===== config.mk =====
export PLATFORM = sky130hd
export DESIGN_NAME = sensor_conditioner
export DESIGN_NICKNAME = d
export VERILOG_FILES = /design/src/rtl/sensor_conditioner.sv
export SDC_FILE = /design/constraint.sdc
export NUM_CORES = 1
export LEC_CHECK = 0
export ABC_AREA = 1
export CAP_MARGIN = 10
export CORE_MARGIN = 2
export CORE_UTILIZATION = 50
export DETAILED_ROUTE_END_ITERATION = 10
export PLACE_DENSITY = 0.71
export SYNTH_ARGS = -nofsm -noshare
export SYNTH_HDL_FRONTEND = slang
export SYNTH_HIERARCHICAL = 1
export SYNTH_SLANG_ARGS = --single-unit

===== constraint.sdc =====
create_clock -name clk -period 1.84 [get_ports clk]
set_input_delay 0.368 -clock clk [delete_from_list [all_inputs] [get_ports clk]]
set_output_delay 0.368 -clock clk [all_outputs]
set_load 0.02 [all_outputs]

===== src/rtl/sensor_conditioner.sv =====
// Vehicle-loop sensor conditioner: turns the two raw, asynchronous loop
// detector inputs into clean occupancy levels for the traffic light controller.
// Each channel is synchronised, debounced on assertion and held on release.
// Optional feature macro: SENSOR_FAULT_EN builds the sticky implausible-queue
// flag (5th-position loop occupied while the 1st is not).

module sensor_conditioner_chan #(
    parameter int DEBOUNCE_CYCLES = 4,
    parameter int HOLD_CYCLES     = 8
) (
    input  logic clk,
    input  logic rst,
    input  logic raw_i,
    output logic level_o
);

    localparam int MAX_CYCLES = (DEBOUNCE_CYCLES > HOLD_CYCLES) ? DEBOUNCE_CYCLES : HOLD_CYCLES;
    localparam int CNT_W      = $clog2(MAX_CYCLES + 1);

    typedef enum logic [1:0] {
        OFF      = 2'd0,
        ON_PEND  = 2'd1,
        ON       = 2'd2,
        OFF_PEND = 2'd3
    } state_t;

    logic             sync0_q;
    logic             sync1_q;
    state_t           state_q;
    logic [CNT_W-1:0] cnt_q;
    logic [CNT_W-1:0] cnt_inc;
    logic             d_q;

    // The count only ever climbs to the active threshold, so this never wraps.
    assign cnt_inc = cnt_q + CNT_W'(1);

    // Two-flop synchroniser; only the second stage feeds the state machine.
    always_ff @(posedge clk or negedge rst) begin
        if (!rst) begin
            sync0_q <= 1'b0;
            sync1_q <= 1'b0;
        end else begin
            sync0_q <= raw_i;
            sync1_q <= sync0_q;
        end
    end

    // Debounce-on-assert / hold-on-release state machine with registered level.
    always_ff @(posedge clk or negedge rst) begin
        if (!rst) begin
            state_q <= OFF;
            cnt_q   <= '0;
            d_q     <= 1'b0;
        end else begin
            case (state_q)
                OFF: begin
                    if (sync1_q) begin
                        if (DEBOUNCE_CYCLES == 1) begin
                            state_q <= ON;
                            cnt_q   <= '0;
                            d_q     <= 1'b1;
                        end else begin
                            state_q <= ON_PEND;
                            cnt_q   <= CNT_W'(1);
                        end
                    end
                end
                ON_PEND: begin
                    if (sync1_q) begin
                        if (cnt_inc == CNT_W'(DEBOUNCE_CYCLES)) begin
                            state_q <= ON;
                            cnt_q   <= '0;
                            d_q     <= 1'b1;
                        end else begin
                            cnt_q <= cnt_inc;
                        end
                    end else begin
                        state_q <= OFF;
                        cnt_q   <= '0;
                    end
                end
                ON: begin
                    if (!sync1_q) begin
                        if (HOLD_CYCLES == 1) begin
                            state_q <= OFF;
                            cnt_q   <= '0;
                            d_q     <= 1'b0;
                        end else begin
                            state_q <= OFF_PEND;
                            cnt_q   <= CNT_W'(1);
                        end
                    end
                end
                OFF_PEND: begin
                    if (!sync1_q) begin
                        if (cnt_inc == CNT_W'(HOLD_CYCLES)) begin
                            state_q <= OFF;
                            cnt_q   <= '0;
                            d_q     <= 1'b0;
                        end else begin
                            cnt_q <= cnt_inc;
                        end
                    end else begin
                        state_q <= ON;
                        cnt_q   <= '0;
                    end
                end
                default: begin
                    state_q <= OFF;
                    cnt_q   <= '0;
                    d_q     <= 1'b0;
                end
            endcase
        end
    end

    assign level_o = d_q;

endmodule

module sensor_conditioner #(
    parameter int DEBOUNCE_CYCLES = 4,
    parameter int HOLD_CYCLES     = 8,
    parameter int FAULT_CYCLES    = 16
) (
    input  logic clk,
    input  logic rst,
    input  logic loop_1th_raw,
    input  logic loop_5th_raw,
    input  logic fault_clr,
    output logic sensor_1th,
    output logic sensor_5th,
    output logic fault
);

    logic d1;
    logic d5;

    sensor_conditioner_chan #(
        .DEBOUNCE_CYCLES(DEBOUNCE_CYCLES),
        .HOLD_CYCLES    (HOLD_CYCLES)
    ) u_chan_1th (
        .clk    (clk),
        .rst    (rst),
        .raw_i  (loop_1th_raw),
        .level_o(d1)
    );

    sensor_conditioner_chan #(
        .DEBOUNCE_CYCLES(DEBOUNCE_CYCLES),
        .HOLD_CYCLES    (HOLD_CYCLES)
    ) u_chan_5th (
        .clk    (clk),
        .rst    (rst),
        .raw_i  (loop_5th_raw),
        .level_o(d5)
    );

    // Both terms are registered, so the qualification adds no latency; d5 keeps
    // tracking its loop even while the 1st position reads empty.
    assign sensor_1th = d1;
    assign sensor_5th = d5 & d1;

`ifdef SENSOR_FAULT_EN
    localparam int FCNT_W = $clog2(FAULT_CYCLES + 1);

    logic              cond;
    logic [FCNT_W-1:0] fcnt_q;
    logic [FCNT_W-1:0] fcnt_inc;
    logic              fault_q;

    assign cond     = d5 & ~d1;
    assign fcnt_inc = fcnt_q + FCNT_W'(1);

    // Sticky implausible-queue flag; the counter saturates at the threshold and
    // a clear pulse overrides a set landing on the same edge.
    always_ff @(posedge clk or negedge rst) begin
        if (!rst) begin
            fcnt_q  <= '0;
            fault_q <= 1'b0;
        end else if (fault_clr) begin
            fcnt_q  <= '0;
            fault_q <= 1'b0;
        end else if (!cond) begin
            fcnt_q <= '0;
        end else if (fcnt_q != FCNT_W'(FAULT_CYCLES)) begin
            fcnt_q <= fcnt_inc;
            if (fcnt_inc == FCNT_W'(FAULT_CYCLES)) begin
                fault_q <= 1'b1;
            end
        end
    end

    assign fault = fault_q;
`else
    localparam int unused_fault_cycles = FAULT_CYCLES;
    logic unused_fault_clr;

    assign unused_fault_clr = fault_clr;
    assign fault            = 1'b0;
`endif

endmodule


## Word level (Yosys, flattened, before mapping)

Index checks and enable logic that the tools add are counted.

- Bits in registers: 18
- Input bits: 5
- Logic and storage cells: 87

- $add $sub $neg: 2
- Mux-type cells: 38
- Reductions and logical operators: 10
- Bitwise gates (word level): 1
- Equality and inequality tests: 26

Operators with widths:

| kind | count |
|---|---|
| two-way mux 4 bit | 12 |
| one-hot mux 4 bit (4 select lines) | 2 |
| two-way mux 2 bit | 12 |
| inequality test 2 x 1 -> 1 bit, second input constant | 8 |
| one-hot mux 2 bit (4 select lines) | 2 |
| AND reduction 5 bit | 2 |
| adder 4 x 1 -> 4 bit, second input constant | 2 |
| equality test 2 bit, second input constant | 4 |
| equality test 4 x 3 -> 1 bit, second input constant | 2 |
| equality test 4 bit, second input constant | 2 |
| two-way mux 1 bit | 8 |
| inequality test 2 bit, second input constant | 4 |
| AND reduction 4 bit | 2 |
| inequality test 3 x 1 -> 1 bit, second input constant | 2 |
| inequality test 3 bit, second input constant | 2 |
| equality test 2 x 1 -> 1 bit, second input constant | 2 |
| logical NOT 2 bit | 2 |
| one-hot mux 1 bit (2 select lines) | 2 |
| AND reduction 2 bit | 2 |
| nonzero test 2 bit | 2 |
| AND 1 bit | 1 |

## Logic depth before layout (Yosys ltp)

Gate-level depths: netlist of run 1.

- Depth after elaboration: 5
- Gate-level depth with buffers: 12
- Depth with buffers taken out: 12

## Hierarchy

Netlist of run 1, hierarchy kept.

By module, submodules not included:

| module | cells an instance | area each (um^2) | times used | seq. area each (um^2) |
|---|---|---|---|---|
| sensor_conditioner_chan at u_chan_5th | 73 | 530.5 | 1 | 225.2 |
| sensor_conditioner_chan at u_chan_1th | 71 | 518.0 | 1 | 225.2 |
| sensor_conditioner | 4 | 18.8 | 1 | 0.0 |

## Worst setup path after synthesis of run 1

OpenSTA, ideal clock, no wires.

- Kind: register -> register
- Start: reg u_chan_5th.cnt_q[0]
- End: reg u_chan_5th.state_q[0]
- Path slack: 0.451 ns
- Stages on the path, launching flop included: 12
- Arrival time: 1.270 ns
- Data required time: 1.721 ns
- Cells stage by stage: dfrtp_1 -> ha_1 -> inv_1 -> nand2_1 -> nand2_2 -> nor2_2 -> nand2_1 -> nand2_1 -> nand2_1 -> nand2_1 -> nand2_1 -> and2_1

- Word-level cells in the longest chain between the ends: 4

Ends and longest elaborated chain:

| what | RTL line | source |
|---|---|---|
| start, declared | 30 | `logic [CNT_W-1:0] cnt_q;` |
| start signal, assigned | 75 | `cnt_q <= cnt_inc;` |
| start signal, assigned | 101 | `cnt_q <= cnt_inc;` |
| adder 4 x 1 -> 4 bit * | 35 | `assign cnt_inc = cnt_q + CNT_W'(1);` |
| equality test 4 bit or equality test 4 x 3 -> 1 bit (tied branches) | 96, 70 |  |
| inequality test 3 x 1 -> 1 bit (no source line) or inequality test 3 bit (tied branches) | n/a |  |
| AND reduction 4 bit (no source line) * | n/a |  |
| end signal, assigned | 97 | `state_q <= OFF;` |
| end signal, assigned | 104 | `state_q <= ON;` |
| end signal, assigned | 109 | `state_q <= OFF;` |
| end, declared | 29 | `state_t state_q;` |

Every way passes the cells marked *; elsewhere a longest branch is shown, timed or not.
A chain may end at the register's enable or synchronous reset.

## Final worst setup path of run 1

- Start: reg u_chan_1th.d_q (netlist: u_chan_1th/level_o)
- End: out sensor_5th

- Word-level cells in the longest chain between the ends: 1

Ends and longest elaborated chain:

| what | RTL line | source |
|---|---|---|
| start, declared | 32 | `logic d_q;` |
| start signal, assigned | 53 | `d_q <= 1'b0;` |
| start signal, assigned | 61 | `d_q <= 1'b1;` |
| start signal, assigned | 73 | `d_q <= 1'b1;` |
| AND 1 bit | 162 | `assign sensor_5th = d5 & d1;` |
| end, declared | 132 | `output logic sensor_5th,` |

No other way between the ends.

==> metrics.csv, run 1 <==
metric,value,unit
clock network power share,0.128,
hold path start,u_chan_5th/sync0_q,
Chip Width,50.20,um
fin. max-slew vios,0,
CP Launch Type,flop,
first-pass GRT wire length,3.532,mm
H-tree levels,1,
Total GRT Usage,0.1847,
hold crit path type,reg -> reg,
vias in the first global route,852,
hold endpoint,u_chan_5th/sync1_q,
routability cong.,0.8690,
root buf cell,clkbuf_4,
setup TNS,0,ns
DR WL met3,76,um
Cells after DPL,177,
clock sinks,18,
MaxCap Viol Count,0,
syn nets,157,
Seq pwr share,0.440,
Synth Instances,148,
Post-CTS Setup Inserts,0,
Post-DRT Antenna Nets,0,
Post-DP Area,1136,um2
multi-input logic area,523.0,um2
CP required,1.47,ns
final WL,1.897,mm
crit-path leading delay family,buffers and inverters,
sequential share of the synthesized area,0.4220,
status,completed,
Site Rows,16,
initial DRC count,5,
drt first pass iters,4,
pwr dens,1307,nW/um2
reg-to-reg startpoint,u_chan_1th/cnt_q[0],
Worst path max stage delay,0.59,ns
RSZ-0062 raised after global routing,no,
Post-Syn Area,1067,um2
WP buf/inv,2,
routed length on met2,873,um
Int Power,833.4,uW
Nets,164,
post-DR wirelength/cell,10.54,um
switching power,680.4,uW
Die H,50.20,um
"non-filler cells, final",180,
syn_area_per_cell,7.211,um2
total grt overflow,0,
post-synthesis register bit count,18,
Layout Skew,0.004140,ns
Final Hold Vio Count,0,
DR top layer,met4,
largest net degree at the start of global routing,19,
Buffers on Ports,5,
clock transition at the registers of the reported paths,0.10,ns
fmax,0.5739,GHz
maximum vdd drop,772.0,uV
setup violators final,0,
Post-DP HPWL,1.466,mm
die outline area,2520,um2
post-CTS sizing,0,
register area,450.4,um2
part of the power in combinational logic,0.432,
CTS buffer count,3,
drt via density,5.133,
switch share,0.4495,
TritonCTS clock tree,done,
Worst Hold Path Cells,0,
ratio of cells with drive above 1 in the final layout,0.1176,
"Area growth, synth to finish",8.558,%
hold buffers post-CTS,0,
FF-to-FF End,u_chan_1th/state_q[0],
number of remaining DRC errors,0,
P_leak,0.0005792,uW
Power Total,1514,uW
initial antenna violation count,0,
Antenna Diode Count,0,
number of distinct library cells after synthesis,20,
worst-skew pair later-pin latency,0.30,ns
crit-path cells,nand2_1 > inv_1 > clkdlybuf4s50_1,
wl on met1,910,um
R2R Setup Slk,0.25,ns
initial core utilization,0.5385,
"Slowest-stage cell, CP",clkdlybuf4s50_1,
Final period util,0.9471,
Synthesis Warnings,6,
Hold Slack,0.3610,ns
CORE AREA,1982,um2
Worst Setup End Kind,primary output,
fin area,1159,um2
crit path DAT,1.37,ns
Setup Crit Path Kind,reg -> out,
Clock Path Buffers,2,
CP max FO,3,
# fillers,199,
Period minus WS final,1.743,ns
io pins,8,
length in cells of the worst reg-to-reg path,11,
via count,924,
-- metrics by stage --
stage / worst slack, ns / utilization
after floorplan: 0.4511 / -
after global placement: 0.3139 / 0.5732
after detailed placement: 0.2595 / 0.5732
after CTS: 0.08004 / 0.5846
after global routing: 0.03012 / 0.5846
final: 0.09741 / 0.5846
-- layout by cell type (no fill, tap or decap), drive strengths merged --
cell type and instances:
a21oi 8, and2 2, buf 1, clkbuf 3
clkdlybuf4s50 5, conb 1, dfrtp 18, ha 4
inv 19, nand2 57, nand3 10, nand4 6
nor2 9, nor3 1, o21ai 7, xnor2 2
-- logic make-up after synthesis --
kind of cell | after synthesis | synth area share
xor gates and xnor gates | 2 | 0.01642
AOI/OAI and AO/OA | 15 | 0.07385
and+or+nand+nor | 85 | 0.3494
adders and majority gates | 4 | 0.04690
buffers and inverters | 23 | 0.08792
DFF | 18 | 0.4220
other | 1 | 0.003514
-- cell usage after synthesis --
master | instances | area (um2)
a21oi_1 | 7 | 35.03
a21oi_2 | 1 | 8.760
and2_1 | 2 | 12.51
buf_2 | 3 | 15.01
buf_4 | 1 | 7.510
conb_1 | 1 | 3.750
dfrtp_1 | 18 | 450.4
ha_1 | 4 | 50.05
inv_1 | 14 | 52.55
inv_2 | 5 | 18.77
nand2_1 | 51 | 191.4
nand2_2 | 6 | 37.54
nand3_1 | 10 | 50.05
nand4_1 | 6 | 37.54
nor2_1 | 7 | 26.28
nor2_2 | 2 | 12.51
nor3_1 | 1 | 5.000
o21ai_0 | 5 | 25.02
o21ai_1 | 2 | 10.01
xnor2_1 | 2 | 17.52
-- metal layers --
layer	vias to the layer above	GRT usage
li1	474	-
met1	421	0.2475
met2	24	0.2961
met3	5	0.02679
met4	0	0.08333
met5	-	0
-- worst max-delay path by stage --
| stage | from | endpoint | depth (start not counted) | slack, ns |
|---|---|---|---|---|
| detailed placement | u_chan_1th/cnt_q[0] | u_chan_1th/state_q[0] | 11 | 0.26 |
| floorplan | u_chan_5th/cnt_q[0] | u_chan_5th/state_q[0] | 11 | 0.45 |
| global placement | u_chan_5th/cnt_q[0] | u_chan_5th/state_q[0] | 11 | 0.31 |
| finish | u_chan_1th/level_o | sensor_5th | 3 | 0.1 |
| global route | u_chan_5th/cnt_q[0] | flop | 12 | 0.03 |
| CTS | u_chan_1th/level_o | sensor_5th | 3 | 0.08 |
-- area by class of cell --
class / instances / area share
clock buffer: 3 / 0.01944
tap: 27 / 0.02916
sequential: 18 / 0.3888
inverter: 19 / 0.06156
timing repair buffer: 6 / 0.04968
multi-input combinational: 107 / 0.4514
-- power groups by stage --
stage | Sequential [uW] | Combinational (uW) | Clock [uW]
after floorplan | 615 | 535 | 0
after global placement | 661 | 625 | 0
after detailed placement | 674 | 646 | 0
after CTS | 665 | 654 | 201
after global routing | 691 | 772 | 216
final | 666 | 654 | 194
(Power assumes the default switching activity.)
==> run 2, diff against run 1 <==
--- a/config.mk
+++ b/config.mk
@@ -11,6 +11,7 @@
 export CORE_UTILIZATION = 50
 export DETAILED_ROUTE_END_ITERATION = 10
 export PLACE_DENSITY = 0.71
+export RECOVER_POWER = 50
 export SYNTH_ARGS = -nofsm -noshare
 export SYNTH_HDL_FRONTEND = slang
 export SYNTH_HIERARCHICAL = 1
==> constraint.sdc (replaced) <==
create_clock -name clk -period 2 [get_ports clk]
set_input_delay 0.4 -clock clk [delete_from_list [all_inputs] [get_ports clk]]
set_output_delay 0.4 -clock clk [all_outputs]
set_load 0.02 [all_outputs]
==> run 2 against run 1 <==
  * Register-to-register slack better by 0.15 ns
  * Worst hold slack better by 0.0010 ns
  * First-iteration DRC count grew to 5.2 times the previous value
  * Worst setup slack better by 0.14 ns
  * Global-route usage stayed put
  * Flip-flop and latch count stayed put
  * Die area stayed put
  * Clock skew is 0.0038 ns lower
  * Clock-buffer cell count is 1 higher
  * Sequential share of layout area is 0.33 points lower
  * Non-clock buffer count stayed put
  * Largest power group unchanged
  * Highest routed layer unchanged
==> metrics.csv, run 2 (synthesis results as in run 1) <==
metric,value,unit,change
status,completed,,
post-CTS sizing,0,,unchanged
post-DR wirelength/cell,10.73,um,+1.8%
Die H,50.20,um,unchanged
Chip Width,50.20,um,unchanged
Period minus WS final,1.763,ns,
crit path DAT,1.36,ns,about the same
Setup Crit Path Kind,reg -> out,,
Place WS,0.4113,ns,+0.1518 ns
clock transition at the registers of the reported paths,0.10,ns,about the same
CP max FO,3,,unchanged
hold buffers post-CTS,0,,unchanged
fin. max-slew vios,0,,unchanged
fmax,0.5673,GHz,
Post-CTS Setup Inserts,0,,unchanged
pwr dens,1225,nW/um2,-6.2%
routability cong.,0.8678,,-0.14%
clock sinks,18,,unchanged
RSZ-0062 raised after global routing,no,,
hold crit path type,reg -> reg,,
reg-to-reg startpoint,u_chan_1th/cnt_q[0],,
CP required,1.60,ns,+0.13 ns
setup TNS,0,ns,unchanged
Antenna Diode Count,0,,unchanged
Post-DP HPWL,1.466,mm,about the same
Worst Setup End Kind,primary output,,
Post-DRT Antenna Nets,0,,unchanged
maximum vdd drop,1021,uV,+32%
hold path start,u_chan_5th/sync0_q,,
worst-skew pair later-pin latency,0.29,ns,about the same
"leading cell type in the layout, fill and taps excluded",nand2_1,,
number of remaining DRC errors,0,,unchanged
TritonCTS clock tree,done,,
Total GRT Usage,0.1847,,unchanged
Final period util,0.8814,,
initial core utilization,0.5385,,unchanged
total grt overflow,0,,unchanged
die outline area,2520,um2,unchanged
vias in the first global route,854,,+0.23%
Power Total,1432,uW,-5.4%
largest net degree at the start of global routing,19,,unchanged
setup violators final,0,,unchanged
"Area growth, synth to finish",9.496,%,
Final Hold Vio Count,0,,unchanged
Clock Path Buffers,2,,unchanged
# fillers,188,,-5.5%
Nets,164,,unchanged
final WL,1.942,mm,+2.4%
P_leak,0.0005835,uW,+0.75%
MaxCap Viol Count,0,,unchanged
Rel. slew slack,0.3812,,
initial antenna violation count,0,,unchanged
worst-margin pin slew,0.9283,ns,
H-tree levels,1,,unchanged
multi-input logic area,523.0,um2,unchanged
Site Rows,16,,unchanged
CORE AREA,1982,um2,unchanged
via count,910,,-1.5%
root buf cell,clkbuf_4,,
CTS buffer count,3,,unchanged
first-pass GRT wire length,3.581,mm,+1.4%
drt via density,5.028,,-2.1%
crit path launch,u_chan_1th/level_o,,
ratio of cells with drive above 1 in the final layout,0.1169,,-0.0007639
Layout Skew,0.0003680,ns,-0.003772 ns
drt first pass iters,4,,unchanged
initial DRC count,26,,+21
CP Launch Type,flop,,
fin worst setup slack,0.2373,ns,+0.1399 ns
Buffers on Ports,5,,unchanged
most frequent cells in the layout,"51 x nand2_1, 18 x dfrtp_1, 14 x inv_1, 10 x nand3_1",,
io pins,8,,unchanged
register area,450.4,um2,unchanged
[run 2: cell count changes in the layout (fill, tap and decap cells not counted), sizes merged]
cell,delta
dlygate4sd3,+3
clkbuf,+2
buf,-1
clkdlybuf4s50,-3
[run 2: cell type report]
cell class	count	area share
Clock buffer	4	0.03105
Inverter	19	0.06103
Multi-Input combinational cell	107	0.4475
Sequential cell	18	0.3854
Tap cell	27	0.02891
Timing Repair Buffer	6	0.04604
[run 2: path summary, 6_finish.rpt]
check / end / slack (ns) / cells past startpoint
setup / recovery: sensor_5th / 0.24 / 3
hold / removal: u_chan_5th/sync1_q / 0.36 / 0
setup reg to reg: u_chan_1th/state_q[0] / 0.40 / 11
hold reg to reg: u_chan_5th/sync1_q / 0.36 / 0
max in group asynchronous: u_chan_1th/cnt_q[2] / 0.69 / 2
min in group asynchronous: u_chan_1th/state_q[0] / 0.75 / 2
[run 2: power by group]
group / switching [uW] / internal [uW] / total, uW
sequential: 151 / 461 / 613
combinational: 366 / 232 / 599
clock: 110 / 111 / 220
total: 627 / 805 / 1430
[run 2: stage by stage]
stage | hold slack, ns | instance area, um2 | utilization | cells
after floorplan | 0.1044 | 1067 | - | 148
after global placement | 0.3330 | 1136 | 0.5732 | 177
after detailed placement | 0.3403 | 1136 | 0.5732 | 177
after CTS | 0.3648 | 1172 | 0.5915 | 181
after global routing | 0.3688 | 1169 | 0.5896 | 181
final | 0.3620 | 1169 | 0.5896 | 181
[run 2: per-layer routing]
| layer | GRT usage | wire length [um] |
|---|---|---|
| met1 | 0.2574 | 966 |
| met2 | 0.2917 | 910 |
| met3 | 0.02679 | 58 |
| met4 | 0.06944 | 6 |
| met5 | 0 | 0 |
[run 2: critical path, stage by stage (launching register included)]
cell and delay [ns]:
dfrtp_1 0.38, nand2_1 0.06, inv_1 0.05, clkdlybuf4s50_1 0.59
